## config.mk

```make
export PLATFORM = sky130hd
export DESIGN_NAME = serial_alu_seq
export DESIGN_NICKNAME = d
export VERILOG_FILES = /design/src/rtl/serial_alu_seq_pkg.sv /design/src/rtl/alu.sv /design/src/rtl/serial_alu_seq.sv
export SDC_FILE = /design/constraint.sdc
export NUM_CORES = 1
export LEC_CHECK = 0
export ABC_AREA = 1
export CORE_UTILIZATION = 40
export DETAILED_ROUTE_END_ITERATION = 8
export GPL_ROUTABILITY_DRIVEN = 0
export PLACE_DENSITY = 0.62
export SYNTH_ARGS = -nofsm -noshare
export SYNTH_HDL_FRONTEND = slang
export SYNTH_HIERARCHICAL = 1
export SYNTH_SLANG_ARGS = --single-unit
```

## constraint.sdc

```tcl
create_clock -name clk -period 3.2 [get_ports clk]
set_input_delay 0.64 -clock clk [delete_from_list [all_inputs] [get_ports clk]]
set_output_delay 0.64 -clock clk [all_outputs]
set_load 0.05 [all_outputs]
```

## src/rtl/serial_alu_seq_pkg.sv

```systemverilog
// serial_alu_seq_pkg: op encodings and FSM state type shared by the serial ALU files
package serial_alu_seq_pkg;
   localparam logic [1:0] OP_AND  = 2'b00;
   localparam logic [1:0] OP_OR   = 2'b01;
   localparam logic [1:0] OP_ADD  = 2'b10;
   localparam logic [1:0] OP_NOTA = 2'b11;
   typedef enum logic [1:0] {IDLE, SHIFT, DONE} state_t;
endpackage

```

## src/rtl/alu.sv

```systemverilog
// alu: 1-bit ALU slice; overflow is the slice carry-out and is only meaningful for ADD
module alu
   import serial_alu_seq_pkg::*;
(
   input  logic       A,
   input  logic       B,
   input  logic       cin,
   input  logic [1:0] ALUCtrl,
   output logic       S,
   output logic       overflow
);
   always_comb begin
      S = (ALUCtrl == OP_AND) ? (A & B) :
          (ALUCtrl == OP_OR)  ? (A | B) :
          (ALUCtrl == OP_ADD) ? (A ^ B ^ cin) : ~A;
      overflow = (ALUCtrl == OP_ADD) & ((A & B) | (cin & (A ^ B)));
   end
endmodule

```

## src/rtl/serial_alu_seq.sv

```systemverilog
// serial_alu_seq: bit-serial ALU processing one operand bit per cycle, LSB first
module serial_alu_seq
   import serial_alu_seq_pkg::*;
#(
   parameter int WIDTH = 8
) (
   input  logic             clk,
   input  logic             rst_n,
   input  logic             start,
   input  logic [WIDTH-1:0] a,
   input  logic [WIDTH-1:0] b,
   input  logic [1:0]       op,
   output logic             busy,
   output logic             done,
   output logic [WIDTH-1:0] result,
   output logic             carry_out,
   output logic             overflow
);
   localparam int CW = $clog2(WIDTH);
   localparam logic [CW-1:0] LAST = CW'(WIDTH - 1);

   state_t           state_q, state_d;
   logic [CW-1:0]    cnt_q, cnt_d;
   logic [WIDTH-1:0] a_sh_q, a_sh_d, b_sh_q, b_sh_d, res_sh_q, res_sh_d, result_q, result_d;
   logic [1:0]       op_q, op_d;
   logic             carry_q, carry_d, ovf_sh_q, ovf_sh_d, done_q, done_d;
   logic             carry_out_q, carry_out_d, overflow_q, overflow_d;
   logic             s, cout;

   alu u_alu (
      .A       (a_sh_q[0]),
      .B       (b_sh_q[0]),
      .cin     (carry_q),
      .ALUCtrl (op_q),
      .S       (s),
      .overflow(cout)
   );

   always_ff @(posedge clk or negedge rst_n) begin
      if (!rst_n) begin
         state_q     <= IDLE;
         cnt_q       <= '0;
         a_sh_q      <= '0;
         b_sh_q      <= '0;
         res_sh_q    <= '0;
         result_q    <= '0;
         op_q        <= '0;
         carry_q     <= 1'b0;
         ovf_sh_q    <= 1'b0;
         done_q      <= 1'b0;
         carry_out_q <= 1'b0;
         overflow_q  <= 1'b0;
      end else begin
         state_q     <= state_d;
         cnt_q       <= cnt_d;
         a_sh_q      <= a_sh_d;
         b_sh_q      <= b_sh_d;
         res_sh_q    <= res_sh_d;
         result_q    <= result_d;
         op_q        <= op_d;
         carry_q     <= carry_d;
         ovf_sh_q    <= ovf_sh_d;
         done_q      <= done_d;
         carry_out_q <= carry_out_d;
         overflow_q  <= overflow_d;
      end
   end

   always_comb begin
      state_d = (state_q == IDLE)  ? (start ? SHIFT : IDLE) :
                (state_q == SHIFT) ? ((cnt_q == LAST) ? DONE : SHIFT) : IDLE;
   end

   always_comb begin
      cnt_d       = cnt_q;
      a_sh_d      = a_sh_q;
      b_sh_d      = b_sh_q;
      res_sh_d    = res_sh_q;
      op_d        = op_q;
      carry_d     = carry_q;
      ovf_sh_d    = ovf_sh_q;
      result_d    = result_q;
      carry_out_d = carry_out_q;
      overflow_d  = overflow_q;
      done_d      = (state_q == DONE);
      if (state_q == IDLE && start) begin
         a_sh_d   = a;
         b_sh_d   = b;
         op_d     = op;
         cnt_d    = '0;
         carry_d  = 1'b0;
         ovf_sh_d = 1'b0;
      end
      if (state_q == SHIFT) begin
         a_sh_d   = a_sh_q >> 1;
         b_sh_d   = b_sh_q >> 1;
         res_sh_d = {s, res_sh_q[WIDTH-1:1]};
         carry_d  = (op_q == OP_ADD) & cout;
         cnt_d    = cnt_q + CW'(1);
         // carry_q here is the carry into the MSB on the final bit
         if (cnt_q == LAST) ovf_sh_d = (op_q == OP_ADD) & (carry_q ^ cout);
      end
      if (state_q == DONE) begin
         result_d    = res_sh_q;
         carry_out_d = carry_q;
         overflow_d  = ovf_sh_q;
      end
   end

   always_comb begin
      busy      = (state_q != IDLE);
      done      = done_q;
      result    = result_q;
      carry_out = carry_out_q;
      overflow  = overflow_q;
   end
endmodule

```

# --- Word-level counts from Yosys, hierarchy flattened ---
# Index checks and enable logic that the tools add are counted.
classes:
  addsub: 1
  eq_ne: 5
  mux: 18
  n_bitwise: 11
  reduce_logical: 5
op_table:
  columns: ["op", "n"]
  rows:
  - ["$mux 8", 4]
  - ["$mux 1", 9]
  - ["$mux 2", 3]
  - ["$mux 3", 2]
  - ["$and 1x1->1", 5]
  - ["$eq 2x1->1 const B", 2]
  - ["$eq 2x2->1 const B", 2]
  - ["$logic_not 2->1", 2]
  - ["$reduce_bool 2->1", 2]
  - ["$add 3x1->3 const B", 1]
  - ["$eq 3x3->1 const B", 1]
  - ["$xor 1x1->1", 3]
  - ["$or 1x1->1", 2]
  - ["$logic_and 1x1->1", 1]
  - ["$not 1->1", 1]
totals:
  ff_bits: 44
  inputBits: 21
  output_inout_bits: 12
  wordCells: 52

# --- Depth between registers and ports, before layout ---
# Gate-level depths: netlist (run 1).
depth:
  word_depth: 8
  mapped_depth: 8
  mapped_depth_nobuf: 8

# --- By module ---
# Netlist (run 1), hierarchy kept.
by_module_without_submodules:
  columns: ["module", "n_inst", "cells_each", "area_per_inst_um2", "seq_area_each_um2"]
  rows:
  - ["serial_alu_seq", 1, 231, 1930.6, 1101.1]
  - ["alu", 1, 17, 101.3, 0.0]

# --- Worst setup path after synthesis (run 1) ---
# Ideal clock, no wire load.
synth_timing:
  kind: "register to output"
  start: "reg state_q[1]"
  end: "out busy"
  t_arrival_ns: 1.018
  t_required_ns: 2.560
  setup_slack_ns: 1.542
  stages_incl_launch_ff: 4
  n_path_buf: 1
  path_cell_list: "dfrtp_1 -> inv_2 -> buf_2 -> nand2_1"
synth_via:
  elab_chain_len: 1
synth_rtl:
  columns: ["item", "line_no", "source"]
  rows:
  - ["start: declaration", "serial_alu_seq.sv:22", "state_t state_q, state_d;"]
  - ["start signal: assignment", "serial_alu_seq.sv:54", "state_q <= state_d;"]
  - ["$reduce_bool 2->1", "serial_alu_seq.sv:111", "busy = (state_q != IDLE);"]
  - ["end: declaration", "serial_alu_seq.sv:13", "output logic busy,"]
# No other way between the ends.

# --- Worst setup path after layout (run 1) ---
# Same ends and word-level chain as after synthesis.

==> flow_summary.yaml, run 1 <==
routing:
  vias: 1588
  drt_pass1_iterations: 4
  final_antenna_net_count: 0
  wl_per_cell_microns: 11.3
  wirelength_mm: 3.92
  routed_via_density: 4.58
  drc: 0
  drt-initial-drc-count: 126
die:
  die_area_sq_um: 5370
  pin_count: 33
  core_region_area_sq_um: 4820
  initial_core_util: 0.422
  dieHeight_microns: 73.3
  die_w_microns: 73.3
  num_rows: 25
finish:
  fill_cells: 491
  drive_gt1_frac: 0.0607
  layout.area.seq_sq_um: 1100
  final_area_sq_um: 2460
  final_common_cell: "nand2_1"
  antenna_cells: 0
  area_growth_pct: 21.1
  fin_util: 0.511
  nNetsFinal: 305
  multi_input_area_sq_um: 754
  instances_no_fill: 347
  final_cell_mix: "nand2_1 (115), dfrtp_1 (44), clkdlybuf4s50_1 (31)"
power:
  comb_power_share: 0.421
  p_int_mw: 1.24
  pwr-share-clk: 0.169
  seq_power_share: 0.410
  p_leak_nw: 1.27
  ir_worst_vdd_uv: 358
  power.density_nw_per_um2: 871
  power.switching_mw: 0.902
  netSwitchingFraction: 0.421
worst_hold_path:
  whs_path_depth: 2
  worstHoldEndpoint: "overflow$_DFFE_PN0P_"
  hold_class: "flip-flop to flip-flop"
  hp-start: "ovf_sh_q$_DFF_PN0_"
synth:
  syn_area_sq_um: 2030
  yosys_register_bits: 44
  syn_inst: 248
  synth_nets: 274
  yosysWarnings: 6
  syn_avg_cell_area_sq_um: 8.19
  synth.distinct_cells: 17
  yosysSeqAreaShare: 0.542
timing:
  rsz0062_at_grt: "false"
  finalSetupTns_ns: 0
  finalSetupViolCount: 0
  worstMarginPinSlew_ns: 0.986
  finalHoldViolCount: 0
  relSlewSlack: 0.343
  fin_skew_ns: 0.00650
  period_share: 0.752
  maxSlewViolCount: 0
  fin_crit_ns: 2.41
  clock.fmax_mhz: 415
  fin_hold_ws_ns: 0.479
outcome:
  outcome: "complete, no violations"
worst_setup_path:
  ff2ff_path_depth: 8
  rr_endpoint: "ovf_sh_q$_DFF_PN0_"
  ff2ff_setup_slack_ns: 1.51
  worst_setup_path_start_kind: "flip-flop"
  critPathCaptureType: "output pin"
  r2r_start: "a_sh_q[0]$_DFFE_PN0P_"
  required_ns: 2.56
  critPathKind: "flip-flop to output pin"
  cp.arrival_ns: 1.77
  crit_path_start: "state_q[1]$_DFF_PN0_"
  crit_path_max_fanout: 19
run:
  drv_cap: 0
placement:
  placed_area_sq_um: 2370
  io_buffers: 32
  hpwlAfterDp_mm: 2.66
  numPlacedInstances: 339
grt:
  grt_antenna_before_repair: 0
  grt_pass1_wl_mm: 6.74
  gr-total-overflow: 0
  grt_max_degree: 45
  first_global_vias: 1472
  grt_use_total: 0.168
clock_tree:
  htreeDepth: 2
  tritoncts: "built"
  cts.path.max_buffers: 2
  cts_sinks: 44
  cts_setup_buffers: 0
  path_clk_slew_ns: 0.08
  cts-root-buf: "clkbuf_8"
  clkLatencyLatePin_ns: 0.30
  numCtsBuffers: 5
  cts.repair.resized: 0
  cts_hold_buf: 0
==> per-stage QoR <==
stage / total power [mW] / setup WS, ns
2_1_floorplan: 1.58 / 1.54
3_3_place_gp: 1.78 / 1.12
3_5_place_dp: 1.80 / 1.12
4_1_cts: 2.17 / 0.779
5_1_grt: 2.34 / 0.690
6_report: 2.14 / 0.793
==> Yosys cell counts <==
cell type  number  area, sq um
o21ai_1         2         10.0
nand3_1        21          105
buf_2           2         10.0
buf_4           4         30.0
nor2_1          1         3.75
buf_6           3         33.8
clkbuf_2        1         5.00
dfrtp_1        44         1100
o21ai_0        20          100
o21ai_4         1         16.3
inv_2           4         15.0
nand2_2         2         12.5
fa_1            1         20.0
nand2_1       115          432
ha_1            4         50.1
nor3_1          1         5.00
inv_1          22         82.6
==> kinds of logic after synthesis <==
family | count (synthesis) | share of synthesized area
DFF | 44 | 0.542
and+or+nand+nor | 140 | 0.275
buffers and inverters | 36 | 0.0868
AOI/OAI and AO/OA | 23 | 0.0622
adders and majority gates | 5 | 0.0345
==> area by class of cell <==
| cell class | instances | area share |
|---|---|---|
| clock buffer | 7 | 0.0351 |
| clock inverter | 1 | 0.00305 |
| inverter | 26 | 0.0397 |
| multi-input combinational | 168 | 0.307 |
| sequential | 44 | 0.447 |
| tap | 67 | 0.0341 |
| timing repair buffer | 34 | 0.134 |
==> worst max-delay path by stage <==
stage / end / slack, ns / cells after the start
finish: busy / 0.79 / 3
global route: busy / 0.69 / 3
CTS: busy / 0.78 / 3
detailed placement: busy / 1.12 / 3
global placement: busy / 1.12 / 3
floorplan: busy / 1.54 / 3
==> flip-flops by register name (all words and copies together) (netlist names) <==
signal,count
carry_q,1
done,1
result,8
state_q,2
cnt_q,3
res_sh_q,8
carry_out,1
b_sh_q,8
op_q,2
ovf_sh_q,1
overflow,1
a_sh_q,8
==> routing by layer <==
metal,track usage,routed length [microns],vias to the layer above
li1,-,-,821
met1,0.230,1970,745
met2,0.258,1790,20
met3,0.0494,138,2
met4,0.0523,20,0
met5,0,0,-
==> worst max-delay path, cell delays in order (launching register included) <==
cell	delay, ns
dfrtp_1	0.41
inv_2	0.27
nand2_1	0.08
clkdlybuf4s50_1	0.71
==> power groups by stage <==
| stage | clock, mW | combinational [mW] | sequential, mW |
|---|---|---|---|
| 2_1_floorplan | 0 | 0.585 | 0.990 |
| 3_3_place_gp | 0 | 0.894 | 0.886 |
| 3_5_place_dp | 0 | 0.914 | 0.889 |
| 4_1_cts | 0.376 | 0.915 | 0.879 |
| 5_1_grt | 0.397 | 1.04 | 0.906 |
| 6_report | 0.363 | 0.902 | 0.880 |
Note: power is estimated with default switching activity, not from simulation.
==> run 2: changes to the inputs <==
- PLACE_DENSITY: 0.62 -> 0.64
- clock period: 3.2 -> 2.21 ns (I/O delays scaled with it)
==> run 2 against run 1 <==
Die area stayed put. Non-clock buffer count is 3 higher. Critical path type unchanged. Flip-flop and latch count did not move. Largest cell class unchanged. Clock skew down 0.00050 ns. Setup slack lost 0.49 ns. Sequential share of layout area is 0.36 points lower. Critical path depth is 2 lower. Routed wire length decreased by 0.13%. Core utilization increased by 0.42 points. Combinational power is 46% higher. Power grew 44%. Count of clock-buffer cells in the layout is 2 lower.
==> flow_summary.yaml, run 2 (synthesized netlist as in run 1, its figures left out) <==
routing:
  wl_per_cell_microns: 11.2
  vias: 1581
  wirelength_mm: 3.91
  drt_pass1_iterations: 4
  final_antenna_net_count: 0
  drt-initial-drc-count: 112
  routed_via_density: 4.53
  drc: 0
worst_setup_path:
  critical-path-top-delay-family: "buffers and inverters"
  crit_cells: 1
  ff2ff_setup_slack_ns: 0.56
  crit_chain: "clkdlybuf4s50_1"
  required_ns: 1.77
  crit_path_max_fanout: 2
  worst_setup_path_start_kind: "flip-flop"
  cp_slowest_cell: "clkdlybuf4s50_1"
  critPathCaptureType: "output pin"
  cp.arrival_ns: 1.46
  slowest_delay_ns: 0.80
  path_buf_inv: 1
  critPathKind: "flip-flop to output pin"
  ff2ff_path_depth: 8
timing:
  fin_hold_ws_ns: 0.238
  maxSlewViolCount: 0
  fin_crit_ns: 1.90
  worstMarginPinSlew_ns: 0.829
  relSlewSlack: 0.447
  fin_skew_ns: 0.00600
  finalHoldViolCount: 0
  rsz0062_at_grt: "false"
  clock.fmax_mhz: 525
  finalSetupViolCount: 0
  period_share: 0.861
  finalSetupTns_ns: 0
grt:
  grt_use_total: 0.165
  first_global_vias: 1443
  gr-total-overflow: 0
  grt_pass1_wl_mm: 6.56
  grt_antenna_before_repair: 0
  grt_max_degree: 39
clock_tree:
  numCtsBuffers: 5
  htreeDepth: 2
  cts_sinks: 44
  cts.path.max_buffers: 2
  cts_setup_buffers: 0
  tritoncts: "built"
  cts-root-buf: "clkbuf_8"
  cts.repair.resized: 0
  cts_hold_buf: 0
  path_clk_slew_ns: 0.08
  clkLatencyLatePin_ns: 0.30
finish:
  final_cell_mix: "nand2_1 (115), dfrtp_1 (44), clkdlybuf4s50_1 (30)"
  antenna_cells: 0
  nNetsFinal: 308
  drive_gt1_frac: 0.0745
  layout.area.seq_sq_um: 1100
  fill_cells: 482
  multi_input_area_sq_um: 754
  final_common_cell: "nand2_1"
  area_growth_pct: 22.1
worst_hold_path:
  hold_class: "input pin to asynchronous set/reset pin"
run:
  drv_cap: 0
placement:
  hpwlAfterDp_mm: 2.64
  io_buffers: 32
die:
  die_w_microns: 73.3
  num_rows: 25
  die_area_sq_um: 5370
  pin_count: 33
  core_region_area_sq_um: 4820
  dieHeight_microns: 73.3
  initial_core_util: 0.422
power:
  power.density_nw_per_um2: 1240
  ir_worst_vdd_uv: 546
  p_leak_nw: 1.28
outcome:
  outcome: "complete, no violations"
-- run 2: area by class of cell --
type	count	area share
clock buffer	5	0.0277
clock inverter	2	0.00504
inverter	26	0.0393
multi-input combinational	168	0.304
sequential	44	0.444
tap	67	0.0338
timing repair buffer	37	0.146
-- run 2: metal layers --
| metal | wire length (microns) | vias to the layer above | track usage |
|---|---|---|---|
| met3 | 157 | 7 | 0.0535 |
| met4 | 65 | 0 | 0.0654 |
| met2 | 1770 | 24 | 0.249 |
| met1 | 1920 | 722 | 0.221 |
| li1 | - | 828 | - |
| met5 | 0 | - | 0 |
-- run 2: power breakdown --
group	internal (mW)	leakage (nW)	switching [mW]	total, mW
sequential	1.10	0.574	0.187	1.29
clock	0.214	0.0400	0.263	0.477
combinational	0.471	0.668	0.852	1.32
total	1.79	1.28	1.30	3.09
-- run 2: stage by stage --
step           utilization  cell area [sq um]  std cells  power (mW)  worst slack [ns]
2_1_floorplan            -               2030        248        2.28             0.728
3_3_place_gp         0.498               2400        342        2.60             0.586
3_5_place_dp         0.498               2400        342        2.64             0.566
4_1_cts              0.515               2480        349        3.12             0.294
5_1_grt              0.515               2480        349        3.37             0.247
6_report             0.515               2480        349        3.09             0.306
-- run 2: worst paths after layout --
kind | startpoint | end
setup / recovery | carry_out$_DFFE_PN0P_ | carry_out
max in group asynchronous | rst_n | b_sh_q[2]$_DFFE_PN0P_
hold reg to reg | res_sh_q[0]$_DFFE_PN0P_ | result[0]$_DFFE_PN0P_
setup reg to reg | a_sh_q[0]$_DFFE_PN0P_ | ovf_sh_q$_DFF_PN0_
hold / removal | rst_n | result[2]$_DFFE_PN0P_
min in group clk | res_sh_q[0]$_DFFE_PN0P_ | result[0]$_DFFE_PN0P_
==> run 3: changes to the inputs <==
- CORE_UTILIZATION: 40 -> 47
- PLACE_DENSITY: 0.64 -> 0.73
==> run 3 against run 2 <==
Critical path type unchanged. Worst hold slack worse by 0.16 ns. Setup slack worse by 0.048 ns. Global-route usage is 2.9 points higher. Count of clock-buffer cells in the layout is 1 higher. Register-to-register slack hardly changed. Clock power is 24% higher. Non-clock buffer count stayed put.
==> flow_summary.yaml, run 3 (synthesized netlist as in run 1, its figures left out) <==
grt:
  grt_use_total: 0.195
  first_global_vias: 1545
  grt_antenna_before_repair: 0
  grt_pass1_wl_mm: 6.50
  grt_max_degree: 23
  gr-total-overflow: 0
placement:
  io_buffers: 32
  numPlacedInstances: 325
  hpwlAfterDp_mm: 2.66
timing:
  finalHoldViolCount: 0
  finalSetupViolCount: 0
  period_share: 0.883
  worstMarginPinSlew_ns: 0.685
  fin_skew_ns: 0.00976
  clock.fmax_mhz: 512
  maxSlewViolCount: 0
  finalSetupTns_ns: 0
  fin_crit_ns: 1.95
  rsz0062_at_grt: "false"
  relSlewSlack: 0.543
clock_tree:
  cts.path.max_buffers: 2
  cts_sinks: 44
  clkLatencyLatePin_ns: 0.30
  tritoncts: "built"
  path_clk_slew_ns: 0.08
  cts_hold_buf: 0
  htreeDepth: 2
  cts.repair.resized: 0
  cts-root-buf: "clkbuf_8"
  cts_setup_buffers: 0
  numCtsBuffers: 5
power:
  power.density_nw_per_um2: 1290
  p_int_mw: 1.91
  power.switching_mw: 1.30
  pwr-share-clk: 0.185
  netSwitchingFraction: 0.404
  p_leak_nw: 1.30
  power_mw: 3.21
  ir_worst_vdd_uv: 640
  comb_power_share: 0.404
  seq_power_share: 0.411
worst_setup_path:
  cp.arrival_ns: 1.51
  critPathKind: "flip-flop to output pin"
  crit_path_start: "state_q[0]$_DFF_PN0_"
  required_ns: 1.77
  critPathCaptureType: "output pin"
  ff2ff_path_depth: 8
  worst_setup_path_start_kind: "flip-flop"
  crit_path_max_fanout: 18
  r2r_start: "a_sh_q[0]$_DFFE_PN0P_"
die:
  pin_count: 33
  dieHeight_microns: 67.8
  die_area_sq_um: 4590
  die_w_microns: 67.8
  num_rows: 23
  core_region_area_sq_um: 4090
  initial_core_util: 0.497
finish:
  instances_no_fill: 333
  multi_input_area_sq_um: 754
  nNetsFinal: 308
  layout.area.seq_sq_um: 1100
  antenna_cells: 0
  final_common_cell: "nand2_1"
  area_growth_pct: 22.4
  final_cell_mix: "nand2_1 (115), dfrtp_1 (44), clkdlybuf4s50_1 (30)"
  drive_gt1_frac: 0.0742
  fill_cells: 380
routing:
  drt-initial-drc-count: 98
  drc: 0
  routed_via_density: 4.68
  wl_per_cell_microns: 11.3
  final_antenna_net_count: 0
  wirelength_mm: 3.78
  vias: 1558
  drt_pass1_iterations: 4
outcome:
  outcome: "complete, no violations"
run:
  drv_cap: 0
worst_hold_path:
  hold_class: "input pin to asynchronous set/reset pin"
## run 3: final timing paths
check | to | slack, ns
worst max-delay path | busy | 0.26
worst min-delay path | b_sh_q[2]$_DFFE_PN0P_ | 0.08
worst max register to register | ovf_sh_q$_DFF_PN0_ | 0.56
worst min register to register | overflow$_DFFE_PN0P_ | 0.48
max in group asynchronous | cnt_q[2]$_DFFE_PN0P_ | 1.58
min in group clk | overflow$_DFFE_PN0P_ | 0.48
## run 3: cell type report
class,instances,area share
repair buffers,37,0.146
well taps,50,0.0252
flip-flops and latches,44,0.443
clock buffers,6,0.0292
multi-input cells,168,0.303
clock inverters,2,0.0141
inverters,26,0.0393
## run 3: power groups by stage
stage	combinational, mW	clock [mW]	sequential, mW
2_1_floorplan	0.847	0	1.43
3_3_place_gp	1.28	0	1.33
3_5_place_dp	1.31	0	1.33
4_1_cts	1.32	0.613	1.32
5_1_grt	1.49	0.639	1.36
6_report	1.30	0.593	1.32
## run 3: worst max-delay path: stages (launching register included)
cell and delay [ns]:
dfrtp_1 0.79, inv_2 0.12, nand2_1 0.15, buf_12 0.14
## run 3: metrics by stage
stage | hold WS [ns] | worst slack [ns] | util | cell area [sq um]
2_1_floorplan | 0.146 | 0.728 | - | 2030
3_3_place_gp | 0.401 | 0.556 | 0.582 | 2380
3_5_place_dp | 0.406 | 0.559 | 0.582 | 2380
4_1_cts | 0.0832 | 0.263 | 0.608 | 2490
5_1_grt | 0.0952 | 0.169 | 0.608 | 2490
6_report | 0.0759 | 0.259 | 0.608 | 2490
## run 3: layer usage
metal  wire length [microns]  global-route usage  vias up
met5                       0                   0        -
met4                      73              0.0957        0
met3                     109              0.0405        7
met2                    1760               0.327       22
met1                    1830               0.235      702
li1                        -                   -      827
